**src/rtl/multi_cycle_control_pkg.sv**
```systemverilog
// Shared definitions for the multi-cycle MIPS controller: opcodes, datapath select codes,
// FSM state encodings and the bundled control word.
package multi_cycle_control_pkg;

    localparam logic [5:0] OP_RTYPE = 6'h00;
    localparam logic [5:0] OP_J     = 6'h02;
    localparam logic [5:0] OP_BEQ   = 6'h04;
    localparam logic [5:0] OP_ADDI  = 6'h08;
    localparam logic [5:0] OP_ORI   = 6'h0D;
    localparam logic [5:0] OP_LW    = 6'h23;
    localparam logic [5:0] OP_SW    = 6'h2B;

    localparam logic [1:0] ALUOP_ADD   = 2'b00;
    localparam logic [1:0] ALUOP_SUB   = 2'b01;
    localparam logic [1:0] ALUOP_OR    = 2'b10;
    localparam logic [1:0] ALUOP_FUNCT = 2'b11;

    localparam logic [1:0] SRCB_B      = 2'b00;
    localparam logic [1:0] SRCB_FOUR   = 2'b01;
    localparam logic [1:0] SRCB_IMM    = 2'b10;
    localparam logic [1:0] SRCB_BRANCH = 2'b11;

    localparam logic [1:0] PCSRC_ALU    = 2'b00;
    localparam logic [1:0] PCSRC_ALUOUT = 2'b01;
    localparam logic [1:0] PCSRC_JUMP   = 2'b10;

    typedef enum logic [3:0] {
        S_FETCH     = 4'd0,
        S_DECODE    = 4'd1,
        S_MEM_ADDR  = 4'd2,
        S_MEM_READ  = 4'd3,
        S_MEM_WB    = 4'd4,
        S_MEM_WRITE = 4'd5,
        S_R_EXEC    = 4'd6,
        S_R_WB      = 4'd7,
        S_I_EXEC    = 4'd8,
        S_I_WB      = 4'd9,
        S_BRANCH    = 4'd10,
        S_JUMP      = 4'd11,
        S_ILLEGAL   = 4'd12
    } state_t;

    typedef struct packed {
        logic       pc_write;
        logic       pc_write_cond;
        logic       iord;
        logic       mem_read;
        logic       mem_write;
        logic       ir_write;
        logic       mem_to_reg;
        logic       reg_dst;
        logic       reg_write;
        logic       alu_src_a;
        logic [1:0] alu_src_b;
        logic       zero_ext;
        logic [1:0] alu_op;
        logic [1:0] pc_source;
        logic       illegal;
    } ctrl_t;

    // An instruction retires on the last cycle of its final state.
    function automatic logic is_retire(input state_t s, input logic mem_ready);
        case (s)
            S_MEM_WB, S_R_WB, S_I_WB, S_BRANCH, S_JUMP: return 1'b1;
            S_MEM_WRITE:                                return mem_ready;
            default:                                    return 1'b0;
        endcase
    endfunction

endpackage

```
**src/rtl/multi_cycle_control_if.sv**
```systemverilog
// Controller <-> datapath/memory signal bundle. The controller side uses the master modport.
interface multi_cycle_control_if #(
    parameter int unsigned CNT_W = 32
);
    logic [5:0]       Op_i;
    logic             mem_ready_i;
    logic             PCWrite_o;
    logic             PCWriteCond_o;
    logic             IorD_o;
    logic             MemRead_o;
    logic             MemWrite_o;
    logic             IRWrite_o;
    logic             MemtoReg_o;
    logic             RegDst_o;
    logic             RegWrite_o;
    logic             ALUSrcA_o;
    logic [1:0]       ALUSrcB_o;
    logic             ZeroExt_o;
    logic [1:0]       ALUOp_o;
    logic [1:0]       PCSource_o;
    logic             illegal_o;
    logic [CNT_W-1:0] retired_o;
    logic [3:0]       state_o;

    modport master (
        input  Op_i, mem_ready_i,
        output PCWrite_o, PCWriteCond_o, IorD_o, MemRead_o, MemWrite_o, IRWrite_o,
               MemtoReg_o, RegDst_o, RegWrite_o, ALUSrcA_o, ALUSrcB_o, ZeroExt_o,
               ALUOp_o, PCSource_o, illegal_o, retired_o, state_o
    );

    modport slave (
        output Op_i, mem_ready_i,
        input  PCWrite_o, PCWriteCond_o, IorD_o, MemRead_o, MemWrite_o, IRWrite_o,
               MemtoReg_o, RegDst_o, RegWrite_o, ALUSrcA_o, ALUSrcB_o, ZeroExt_o,
               ALUOp_o, PCSource_o, illegal_o, retired_o, state_o
    );
endinterface

```
**src/rtl/multi_cycle_out_decode.sv**
```systemverilog
// Moore output decode: state (plus latched opcode in I_EXEC and mem_ready in FETCH) to control word.
module multi_cycle_out_decode
    import multi_cycle_control_pkg::*;
(
    input  logic       rst,
    input  state_t     state,
    input  logic [5:0] op_q,
    input  logic       mem_ready,
    output ctrl_t      ctrl
);

    always_comb begin
        ctrl = '0;
        // Reset forces every control output low, even mid-instruction.
        if (!rst) begin
            case (state)
                S_FETCH: begin
                    ctrl.mem_read  = 1'b1;
                    ctrl.iord      = 1'b0;
                    ctrl.alu_src_a = 1'b0;
                    ctrl.alu_src_b = SRCB_FOUR;
                    ctrl.alu_op    = ALUOP_ADD;
                    ctrl.pc_source = PCSRC_ALU;
                    ctrl.ir_write  = mem_ready;
                    ctrl.pc_write  = mem_ready;
                end
                S_DECODE: begin
                    ctrl.alu_src_a = 1'b0;
                    ctrl.alu_src_b = SRCB_BRANCH;
                    ctrl.alu_op    = ALUOP_ADD;
                end
                S_MEM_ADDR: begin
                    ctrl.alu_src_a = 1'b1;
                    ctrl.alu_src_b = SRCB_IMM;
                    ctrl.alu_op    = ALUOP_ADD;
                end
                S_MEM_READ: begin
                    ctrl.mem_read = 1'b1;
                    ctrl.iord     = 1'b1;
                end
                S_MEM_WB: begin
                    ctrl.reg_write  = 1'b1;
                    ctrl.mem_to_reg = 1'b1;
                    ctrl.reg_dst    = 1'b0;
                end
                S_MEM_WRITE: begin
                    ctrl.mem_write = 1'b1;
                    ctrl.iord      = 1'b1;
                end
                S_R_EXEC: begin
                    ctrl.alu_src_a = 1'b1;
                    ctrl.alu_src_b = SRCB_B;
                    ctrl.alu_op    = ALUOP_FUNCT;
                end
                S_R_WB: begin
                    ctrl.reg_write = 1'b1;
                    ctrl.reg_dst   = 1'b1;
                end
                S_I_EXEC: begin
                    ctrl.alu_src_a = 1'b1;
                    ctrl.alu_src_b = SRCB_IMM;
                    if (op_q == OP_ORI) begin
                        ctrl.alu_op   = ALUOP_OR;
                        ctrl.zero_ext = 1'b1;
                    end else begin
                        ctrl.alu_op   = ALUOP_ADD;
                        ctrl.zero_ext = 1'b0;
                    end
                end
                S_I_WB: begin
                    ctrl.reg_write  = 1'b1;
                    ctrl.reg_dst    = 1'b0;
                    ctrl.mem_to_reg = 1'b0;
                end
                S_BRANCH: begin
                    ctrl.alu_src_a     = 1'b1;
                    ctrl.alu_src_b     = SRCB_B;
                    ctrl.alu_op        = ALUOP_SUB;
                    ctrl.pc_write_cond = 1'b1;
                    ctrl.pc_source     = PCSRC_ALUOUT;
                end
                S_JUMP: begin
                    ctrl.pc_write  = 1'b1;
                    ctrl.pc_source = PCSRC_JUMP;
                end
                S_ILLEGAL: begin
                    ctrl.illegal = 1'b1;
                end
                default: ;
            endcase
        end
    end

endmodule

```
**src/rtl/multi_cycle_control.sv**
```systemverilog
// Multi-cycle MIPS main controller: state register, opcode latch, next-state logic and
// retired-instruction counter; output decode lives in multi_cycle_out_decode.
module multi_cycle_control
    import multi_cycle_control_pkg::*;
#(
    parameter int unsigned CNT_W = 32
) (
    input  logic                  clk_i,
    input  logic                  rst_i,
    multi_cycle_control_if.master bus
);

    state_t           state;
    state_t           next_state;
    logic [5:0]       op_q;
    logic [CNT_W-1:0] retired;
    logic             retire;
    ctrl_t            ctrl;

    always_ff @(posedge clk_i) begin
        if (rst_i) begin
            state <= S_FETCH;
        end else begin
            state <= next_state;
        end
    end

    // Opcode is captured only in DECODE so later IR changes cannot disturb the instruction.
    always_ff @(posedge clk_i) begin
        if (rst_i) begin
            op_q    <= '0;
            retired <= '0;
        end else begin
            if (state == S_DECODE) begin
                op_q <= bus.Op_i;
            end
            if (retire) begin
                retired <= retired + 1'b1;
            end
        end
    end

    assign retire = is_retire(state, bus.mem_ready_i);

    always_comb begin
        next_state = S_FETCH;
        case (state)
            S_FETCH:     next_state = bus.mem_ready_i ? S_DECODE : S_FETCH;
            S_DECODE: begin
                case (bus.Op_i)
                    OP_RTYPE:       next_state = S_R_EXEC;
                    OP_ADDI, OP_ORI: next_state = S_I_EXEC;
                    OP_LW, OP_SW:   next_state = S_MEM_ADDR;
                    OP_BEQ:         next_state = S_BRANCH;
                    OP_J:           next_state = S_JUMP;
                    default:        next_state = S_ILLEGAL;
                endcase
            end
            S_MEM_ADDR:  next_state = (op_q == OP_LW) ? S_MEM_READ : S_MEM_WRITE;
            S_MEM_READ:  next_state = bus.mem_ready_i ? S_MEM_WB : S_MEM_READ;
            S_MEM_WRITE: next_state = bus.mem_ready_i ? S_FETCH : S_MEM_WRITE;
            S_R_EXEC:    next_state = S_R_WB;
            S_I_EXEC:    next_state = S_I_WB;
            default:     next_state = S_FETCH;
        endcase
    end

    multi_cycle_out_decode u_out_decode (
        .rst       (rst_i),
        .state     (state),
        .op_q      (op_q),
        .mem_ready (bus.mem_ready_i),
        .ctrl      (ctrl)
    );

    assign bus.PCWrite_o     = ctrl.pc_write;
    assign bus.PCWriteCond_o = ctrl.pc_write_cond;
    assign bus.IorD_o        = ctrl.iord;
    assign bus.MemRead_o     = ctrl.mem_read;
    assign bus.MemWrite_o    = ctrl.mem_write;
    assign bus.IRWrite_o     = ctrl.ir_write;
    assign bus.MemtoReg_o    = ctrl.mem_to_reg;
    assign bus.RegDst_o      = ctrl.reg_dst;
    assign bus.RegWrite_o    = ctrl.reg_write;
    assign bus.ALUSrcA_o     = ctrl.alu_src_a;
    assign bus.ALUSrcB_o     = ctrl.alu_src_b;
    assign bus.ZeroExt_o     = ctrl.zero_ext;
    assign bus.ALUOp_o       = ctrl.alu_op;
    assign bus.PCSource_o    = ctrl.pc_source;
    assign bus.illegal_o     = ctrl.illegal;
    assign bus.retired_o     = retired;
    assign bus.state_o       = state;

endmodule

```
**src/flat_wrapper.sv**
```systemverilog
// flat-port wrapper written by rule: the top's interface ports become plain ports
module multi_cycle_control_flat import multi_cycle_control_pkg::*;
#(
    parameter int unsigned CNT_W = 32
)
  (clk_i, rst_i, bus_Op_i, bus_mem_ready_i, bus_PCWrite_o, bus_PCWriteCond_o, bus_IorD_o, bus_MemRead_o, bus_MemWrite_o, bus_IRWrite_o, bus_MemtoReg_o, bus_RegDst_o, bus_RegWrite_o, bus_ALUSrcA_o, bus_ALUSrcB_o, bus_ZeroExt_o, bus_ALUOp_o, bus_PCSource_o, bus_illegal_o, bus_retired_o, bus_state_o);
  multi_cycle_control_if #(.CNT_W(CNT_W)) bus_i ();
  input  logic clk_i;
  input  logic rst_i;
  input wire logic [$bits(bus_i.Op_i)-1:0] bus_Op_i;
  input wire logic [$bits(bus_i.mem_ready_i)-1:0] bus_mem_ready_i;
  output wire logic [$bits(bus_i.PCWrite_o)-1:0] bus_PCWrite_o;
  output wire logic [$bits(bus_i.PCWriteCond_o)-1:0] bus_PCWriteCond_o;
  output wire logic [$bits(bus_i.IorD_o)-1:0] bus_IorD_o;
  output wire logic [$bits(bus_i.MemRead_o)-1:0] bus_MemRead_o;
  output wire logic [$bits(bus_i.MemWrite_o)-1:0] bus_MemWrite_o;
  output wire logic [$bits(bus_i.IRWrite_o)-1:0] bus_IRWrite_o;
  output wire logic [$bits(bus_i.MemtoReg_o)-1:0] bus_MemtoReg_o;
  output wire logic [$bits(bus_i.RegDst_o)-1:0] bus_RegDst_o;
  output wire logic [$bits(bus_i.RegWrite_o)-1:0] bus_RegWrite_o;
  output wire logic [$bits(bus_i.ALUSrcA_o)-1:0] bus_ALUSrcA_o;
  output wire logic [$bits(bus_i.ALUSrcB_o)-1:0] bus_ALUSrcB_o;
  output wire logic [$bits(bus_i.ZeroExt_o)-1:0] bus_ZeroExt_o;
  output wire logic [$bits(bus_i.ALUOp_o)-1:0] bus_ALUOp_o;
  output wire logic [$bits(bus_i.PCSource_o)-1:0] bus_PCSource_o;
  output wire logic [$bits(bus_i.illegal_o)-1:0] bus_illegal_o;
  output wire logic [$bits(bus_i.retired_o)-1:0] bus_retired_o;
  output wire logic [$bits(bus_i.state_o)-1:0] bus_state_o;
  assign bus_i.Op_i = bus_Op_i;
  assign bus_i.mem_ready_i = bus_mem_ready_i;
  assign bus_PCWrite_o = bus_i.PCWrite_o;
  assign bus_PCWriteCond_o = bus_i.PCWriteCond_o;
  assign bus_IorD_o = bus_i.IorD_o;
  assign bus_MemRead_o = bus_i.MemRead_o;
  assign bus_MemWrite_o = bus_i.MemWrite_o;
  assign bus_IRWrite_o = bus_i.IRWrite_o;
  assign bus_MemtoReg_o = bus_i.MemtoReg_o;
  assign bus_RegDst_o = bus_i.RegDst_o;
  assign bus_RegWrite_o = bus_i.RegWrite_o;
  assign bus_ALUSrcA_o = bus_i.ALUSrcA_o;
  assign bus_ALUSrcB_o = bus_i.ALUSrcB_o;
  assign bus_ZeroExt_o = bus_i.ZeroExt_o;
  assign bus_ALUOp_o = bus_i.ALUOp_o;
  assign bus_PCSource_o = bus_i.PCSource_o;
  assign bus_illegal_o = bus_i.illegal_o;
  assign bus_retired_o = bus_i.retired_o;
  assign bus_state_o = bus_i.state_o;
  multi_cycle_control #(.CNT_W(CNT_W)) u_core (.clk_i(clk_i), .rst_i(rst_i), .bus(bus_i));
endmodule
```
**config.mk**
```make
export PLATFORM = sky130hd
export DESIGN_NAME = multi_cycle_control_flat
export DESIGN_NICKNAME = d
export VERILOG_FILES = /design/src/rtl/multi_cycle_control_pkg.sv /design/src/rtl/multi_cycle_control_if.sv /design/src/rtl/multi_cycle_out_decode.sv /design/src/rtl/multi_cycle_control.sv /design/src/flat_wrapper.sv
export SDC_FILE = /design/constraint.sdc
export NUM_CORES = 1
export LEC_CHECK = 0
export ABC_AREA = 1
export CAP_MARGIN = 0
export CORE_ASPECT_RATIO = 1.25
export CORE_MARGIN = 4
export CORE_UTILIZATION = 51
export DETAILED_ROUTE_END_ITERATION = 6
export GPL_ROUTABILITY_DRIVEN = 0
export GPL_TIMING_DRIVEN = 1
export MAX_ROUTING_LAYER = met4
export PLACE_DENSITY = 0.81
export SKIP_LAST_GASP = 1
export SYNTH_ARGS = -nofsm -noshare
export SYNTH_HDL_FRONTEND = slang
export SYNTH_SLANG_ARGS = --single-unit
```
**constraint.sdc**
```tcl
create_clock -name clk_i -period 2.1 [get_ports clk_i]
set_input_delay 0.42 -clock clk_i [delete_from_list [all_inputs] [get_ports clk_i]]
set_output_delay 0.42 -clock clk_i [all_outputs]
set_load 0.05 [all_outputs]
```
# Word level (Yosys, flattened, before mapping)
# Cells that the tools add are included.
# W data, S select, Z words.
[op_classes]
add_sub_neg = 1
eq_ne = 20
mux = 22
reduce_logical = 10
[ops]
columns = ["operator", "n"]
rows = [
  ["$add A32 B1 Y32 const B", 1],
  ["$pmux W4 S7", 1],
  ["$eq A4 B4 Y1 const B", 5],
  ["$pmux W4 S5", 1],
  ["$eq A6 B4 Y1 const B", 3],
  ["$eq A6 B6 Y1 const B", 3],
  ["$mux W18", 1],
  ["$eq A4 B3 Y1 const B", 4],
  ["$reduce_or A2 Y1", 7],
  ["$mux W3", 4],
  ["$pmux W3 S4", 1],
  ["$mux W1", 9],
  ["$eq A4 B2 Y1 const B", 2],
  ["$pmux W2 S2", 2],
  ["$eq A6 B2 Y1 const B", 1],
  ["$eq A6 B3 Y1 const B", 1],
  ["$logic_not A6 Y1", 1],
  ["$pmux W2 S3", 1],
  ["$reduce_or A5 Y1", 1],
  ["$eq A4 B1 Y1 const B", 1],
  ["$logic_not A4 Y1", 1],
  ["$pmux W1 S2", 2],
]
[word_totals]
ff_bits = 42

# Depth between registers and ports, before layout
# Gate-level depths: netlist of run 1.
[depth]
ltp_word = 4
depth_mapped = 11
mapped_depth_nobuf = 10

# Modules after synthesis
# From an unflattened synthesis of run 1, not the netlist that was laid out.
[hier_totals]
cells_unflattened = 489
area_unflattened_um2 = 2800.2
[by_module_without_submodules]
columns = ["mod", "instances", "cells_each", "area_each_um2"]
rows = [
  ["multi_cycle_control", 1, 428, 2546.2],
  ["multi_cycle_out_decode", 1, 61, 254.0],
]

# Worst setup path after synthesis of run 1
# OpenSTA, ideal clock, no wires.
[synth_path]
kind = "register to output"
start = "register u_core.state[1], in the netlist u_core.bus.state_o[1]"
end = "output port bus_illegal_o"
t_arrival_ps = 2370
t_required_ps = 1680
path_slack_ps = -690
path_stages_with_launch = 4
path_buffers = 0
cell_sequence = "dfxtp_1 -> nor2_1 -> inv_1 -> nor4_1"
[synth_via]
elab_chain_cells = 3
[synth_lines]
columns = ["element", "line_no", "text"]
rows = [
  ["from (decl)", "multi_cycle_control.sv:13", "state_t state;"],
  ["from (signal assigned)", "multi_cycle_control.sv:24", "state <= next_state;"],
  ["$eq A4 B4 Y1", "multi_cycle_out_decode.sv:16", "case (state)"],
  ["$mux W1", "multi_cycle_out_decode.sv:16", ""],
  ["$mux W18", "multi_cycle_out_decode.sv:15", "if (!rst) begin"],
  ["to (decl)", "flat_wrapper.sv:26", "output wire logic [$bits(bus_i.illegal_o)-1:0] bus_illegal_o;"],
]
# Every way passes these cells.

# Worst setup path in the final report of run 1
[layout_path]
start = "register u_core.retired[7], in the netlist u_core.bus.retired_o[7]"
end = "output port bus_retired_o[7]"
[layout_lines]
columns = ["element", "line_no", "text"]
rows = [
  ["from (decl)", "multi_cycle_control.sv:16", "logic [CNT_W-1:0] retired;"],
  ["from (signal assigned)", "multi_cycle_control.sv:38", "retired <= retired + 1'b1;"],
  ["to (decl)", "flat_wrapper.sv:27", "output wire logic [$bits(bus_i.retired_o)-1:0] bus_retired_o;"],
]
# No word-level cell between the ends.

==> impl_metrics.toml, run 1 <==
[routing]
drc = 0
drt_iter0_drc = 284
antenna_left = 0
finalWirelength_mm = 8.126
routedWlPerCell_microns = 13.37
firstDrtPassIters = 5
via_per_inst = 5.326
num_vias = 3238

[timing]
maxSlewHeadroom_pct = 65.09
tns_ps = 0
maxSlewViolCount = 0
finClkSkew_ps = 7.215
fin_crit_ps = 2034
hold_violations = 0
setup_ws_ps = 66.40
setup_violations = 0
hold_ws_ps = 501.5
rsz0062_at_grt = "no"
fmax_mhz = 491.7
worst_pin_slew_ps = 522.1
period_share_pct = 96.84

[critical_path]
max_stage_delay_ps = 860
start_kind = "flop"
critical_path_buf_inv_count = 1
crit_fanout = 5
worst-r2r-setup-slack_ps = 350
reg2reg_from = "u_core.bus.retired_o[1]$_SDFFE_PP0P_"
endpoint_kind = "output port"
critical-path-top-delay-family = "buffers and inverters"
r2r-end = "u_core.bus.retired_o[20]$_SDFFE_PP0P_"
cp-startpoint = "u_core.bus.retired_o[7]$_SDFFE_PP0P_"
crit_arrival_ps = 1610
cp_slowest_cell = "clkdlybuf4s50_1"
crit_chain = "clkdlybuf4s50_1"
required_ps = 1680
crit_type = "flop to output port"
r2r_cells = 8

[floorplanning]
die_x_microns = 74.00
start_util_pct = 53.51
io_pins = 63
core-area_sq_mm = 0.005189
die_h_microns = 90.49
rows = 29
dieArea_sq_mm = 0.006696

[final_layout]
nNetsFinal = 555
final_common_cell = "nand2_1"
layout-drive-gt1-share_pct = 15.75
antenna_cells = 0
nFillCells = 413
layout_common_cells = "152 x nand2_1, 85 x nor2_1, 44 x inv_1"
area_delta_synth_final_pct = 35.20
final_core_utilization_pct = 72.34

[hold_path]
min_to = "u_core.bus.retired_o[31]$_SDFFE_PP0P_"
hold_class = "flop to flop"
hold-path-cell-count = 2
min_from = "u_core.bus.retired_o[31]$_SDFFE_PP0P_"

[run_status]
status = "complete, no violations"

[grt]
grtUsageTotal_pct = 26.64
grt-ovfl-total = 0
grt_pass1_wl_mm = 14.19
antenna_found_initial = 0
grt_start_max_net_pins = 20
grt_pass1_vias = 3237

[clocking]
cts_max_level = 2
insertion_delay_ps = 290
numCtsBuffers = 5
cts_hold_buffers = 0
clockRootBuffer = "clkbuf_8"
clkTransAtPathRegs_ps = 80
cts_tree = "built"
cts_sinks = 42
post_cts_buffers = 0
clk_path_buf_depth = 2

[logic_synthesis]
synth.avg_cell_area_sq_um = 5.845
synth_cells = 475
synth_fp_nets = 485
synth_area_sq_mm = 0.002776
yosys_warnings = 0
ys_seq_elements = 42
synth.distinct_cells = 32
yosysSeqAreaShare_pct = 30.28

[pwr]
vdd.ir_drop.worst_uv = 353.9
power.leakage_uw = 0.001398
powerDensity_mw_per_mm2 = 541.0

[job]
drv_cap = 0

[placed_design]
pre_cts_ws_ps = 155.7
dp_hpwl_mm = 6.398
portBuffers = 62
## area by class of cell
| class | instances | area [sq um] | share of cell area (%) |
|---|---|---|---|
| well taps | 62 | 77.57 | 2.067 |
| inverters | 48 | 180.2 | 4.800 |
| multi-input cells | 372 | 1753 | 46.70 |
| repair buffers | 76 | 788.3 | 21.00 |
| flip-flops and latches | 42 | 844.6 | 22.50 |
| clock buffers | 8 | 110.1 | 2.933 |
## cell families after synthesis
family / synth area share (%)
AOI/OAI and AO/OA: 9.960
xor gates and xnor gates: 1.577
and+or+nand+nor: 48.04
buffers and inverters: 9.689
adders and majority gates: 0.4506
DFF: 30.28
## timing repair
action                     CTS  global route
setup endpoints to repair    4             9
gates resized for setup      3             5
pin swaps                    0             2
## worst max-delay path by stage
| stage | to | slack [ps] | depth (start not counted) |
|---|---|---|---|
| after global placement | bus_IRWrite_o | 180 | 4 |
| final | bus_retired_o[7] | 70 | 1 |
| after detailed placement | bus_IRWrite_o | 160 | 4 |
| after CTS | bus_ZeroExt_o | 6 | 5 |
| after global routing | bus_ALUSrcB_o[1] | 8 | 6 |
| after floorplan | bus_illegal_o | -130 | 3 |
## synth_stat cells (all sizes together)
cell type,n,share of area [%]
nor2,103,15
a211oi,1,0.27
o211ai,1,0.27
and3,1,0.23
nand3,31,6.1
ha,1,0.45
xor2,4,1.3
o21ai,12,2.2
xnor2,1,0.32
dfxtp,42,30
and2,1,0.23
a21oi,35,6.3
a31oi,3,0.68
buf,8,2.5
nand2,157,22
nand4,13,2.9
nor3,5,1.3
clkbuf,5,0.68
inv,48,6.5
o21bai,1,0.27
nor4,2,0.45
## state kept, by name, summed over array words and instances, names as in the netlist
signal / count
u_core.bus.retired_o: 32
u_core.op_q: 6
u_core.bus.state_o: 4
## metrics by stage
step	power [uW]	instances	instance area, sq um
2_1_floorplan	1224	475	2845
3_3_place_gp	1414	600	3622
3_5_place_dp	1423	600	3622
4_1_cts	2032	608	3744
5_1_grt	2120	608	3754
6_report	2031	608	3754
## power by group
| part | total [uW] | switching, uW | leakage (uW) | internal [uW] |
|---|---|---|---|---|
| logic | 555 | 356 | 0.000999 | 199 |
| clock network | 615 | 283 | 0.0000575 | 332 |
| registers | 860 | 29.9 | 0.000341 | 830 |
## layer usage
layer  GRT usage [%]  vias up  routed length, microns
met1           29.27     1452                    3184
met2           46.15      105                    4210
met5               -        -                       0
li1                -     1654                       -
met3           4.788       27                     445
met4           10.57        0                     286
Note: power is estimated with default switching activity, not from simulation.
==> run 2, diff against run 1 <==
Settings changed: CELL_PAD_IN_SITES_DETAIL_PLACEMENT from default to 0, CELL_PAD_IN_SITES_GLOBAL_PLACEMENT from default to 2, CORE_UTILIZATION 51 to 26, PLACE_DENSITY 0.81 to 0.84.
==> impl_metrics.toml, run 2 (same netlist as run 1, synthesis figures left out) <==
[pwr]
totalPowerFinal_uw = 2316
powerDensity_mw_per_mm2 = 592.5
p_sw_share_pct = 31.86
vdd.ir_drop.worst_uv = 362.1
p_comb_share_pct = 23.4
intPower_uw = 1578
clkPwrFrac_pct = 39.4
p_switching_uw = 737.8
p_seq_share_pct = 37.2
power.leakage_uw = 0.001440

[critical_path]
worst-r2r-setup-slack_ps = 370
crit_arrival_ps = 1630
r2r_cells = 7
r2r-end = "u_core.bus.retired_o[20]$_SDFFE_PP0P_"
required_ps = 1680
crit_type = "flop to output port"
reg2reg_from = "u_core.bus.retired_o[7]$_SDFFE_PP0P_"
crit_fanout = 5
start_kind = "flop"
endpoint_kind = "output port"

[floorplanning]
start_util_pct = 27.06
io_pins = 63
die_h_microns = 123.5
dieArea_sq_mm = 0.01241
die_x_microns = 100.4
rows = 41
core-area_sq_mm = 0.01026

[routing]
routedWlPerCell_microns = 13.15
num_vias = 3178
antenna_left = 0
finalWirelength_mm = 8.916
firstDrtPassIters = 4
drt_iter0_drc = 110
via_per_inst = 4.687
drc = 0

[clocking]
numCtsBuffers = 5
clkTransAtPathRegs_ps = 70
cts_max_level = 2
insertion_delay_ps = 290
cts_sinks = 42
clk_path_buf_depth = 2
clockRootBuffer = "clkbuf_16"
cts_tree = "built"

[final_layout]
nFillCells = 1127
antenna_cells = 0
final_core_utilization_pct = 38.10
final_common_cell = "nand2_1"
layout-drive-gt1-share_pct = 16.58
area_delta_synth_final_pct = 40.78
multi_input_area_sq_mm = 0.001765
nNetsFinal = 558
largest_reg_flops = 32
layout_common_cells = "151 x nand2_1, 86 x nor2_1, 44 x inv_1"
regArea_sq_um = 843.3

[grt]
antenna_found_initial = 0
grt_pass1_wl_mm = 14.79
grt_pass1_vias = 3056
grt_start_max_net_pins = 46
grt-ovfl-total = 0
grtUsageTotal_pct = 15.40

[timing]
hold_ws_ps = 504.0
maxSlewViolCount = 0
rsz0062_at_grt = "yes"
setup_violations = 0
fin_crit_ps = 2053
finClkSkew_ps = 5.874
hold_violations = 0
fmax_mhz = 487.2
period_share_pct = 97.74
worst_pin_slew_ps = 528.6
maxSlewHeadroom_pct = 64.65

[hold_path]
hold-path-cell-count = 2
hold_class = "flop to flop"
min_to = "u_core.bus.retired_o[31]$_SDFFE_PP0P_"
min_from = "u_core.bus.retired_o[31]$_SDFFE_PP0P_"

[run_status]
status = "complete, no violations"

[placed_design]
portBuffers = 62
dp_hpwl_mm = 7.126

[job]
drv_cap = 0
run 2: changes by cell type in the layout (fill, tap and decap cells not counted), moves of 2 or more:
cell / change
clkbuf_8: -8
clkinvlp_4: +2
clkbuf_16: +5
clkdlybuf4s50_1: -4
buf_4: +8
run 2: per-stage QoR:
step                      instance area (sq um)  setup slack, ps  std cells  setup TNS, ps
final                                      3909            47.41        678              0
after global routing                       3909           -32.92        678         -74.69
after CTS                                  3894           0.9299        678              0
after detailed placement                   3706            133.6        670              0
after global placement                     3706            139.1        670              0
after floorplan                            2845           -134.6        475         -285.8
run 2: worst max path at each step:
stage                                           from                to  slack [ps]  cells past startpoint
finish              u_core.bus.state_o[3]$_SDFF_PP0_     bus_ALUSrcA_o          50                      6
global placement                     bus_mem_ready_i     bus_IRWrite_o         140                      4
floorplan           u_core.bus.state_o[1]$_SDFF_PP0_     bus_illegal_o        -130                      3
detailed placement                   bus_mem_ready_i     bus_IRWrite_o         130                      4
global route        u_core.bus.state_o[0]$_SDFF_PP0_  bus_ALUSrcB_o[1]         -30                      7
CTS                 u_core.bus.state_o[0]$_SDFF_PP0_  bus_ALUSrcB_o[1]         0.9                      7
run 2: power by group through the flow:
stage          sequential, uW  clock, uW  combinational, uW
6_report                  862        913                541
5_1_grt                   866        961                588
4_1_cts                   861        932                542
3_5_place_dp              875          0                537
3_3_place_gp              876          0                536
2_1_floorplan             921          0                303
run 2: cell type report:
cell class / count / area share, %
Clock buffer: 5 / 3.201
Clock inverter: 3 / 1.152
Inverter: 48 / 4.609
Multi-Input combinational cell: 372 / 45.17
Sequential cell: 42 / 21.57
Tap cell: 129 / 4.129
Timing Repair Buffer: 79 / 20.17
run 2: timing repair:
action	in CTS	in global routing
gates resized for setup	3	5
setup endpoints to repair	4	7
buffers inserted	0	0
hold buffers	0	0
pin swaps	0	0
run 2: metal layers:
layer / routed length (microns) / track usage [%]
met2: 4616 / 27.78
met4: 216 / 5.055
met5: 0 / -
met3: 401 / 2.540
met1: 3682 / 17.21
run 2: worst max-delay path, stage by stage (launching register included):
cell and delay (ps):
dfxtp_2 360, inv_2 70, nor2_2 110, buf_4 150
nand3_1 220, a31oi_4 270, buf_12 160
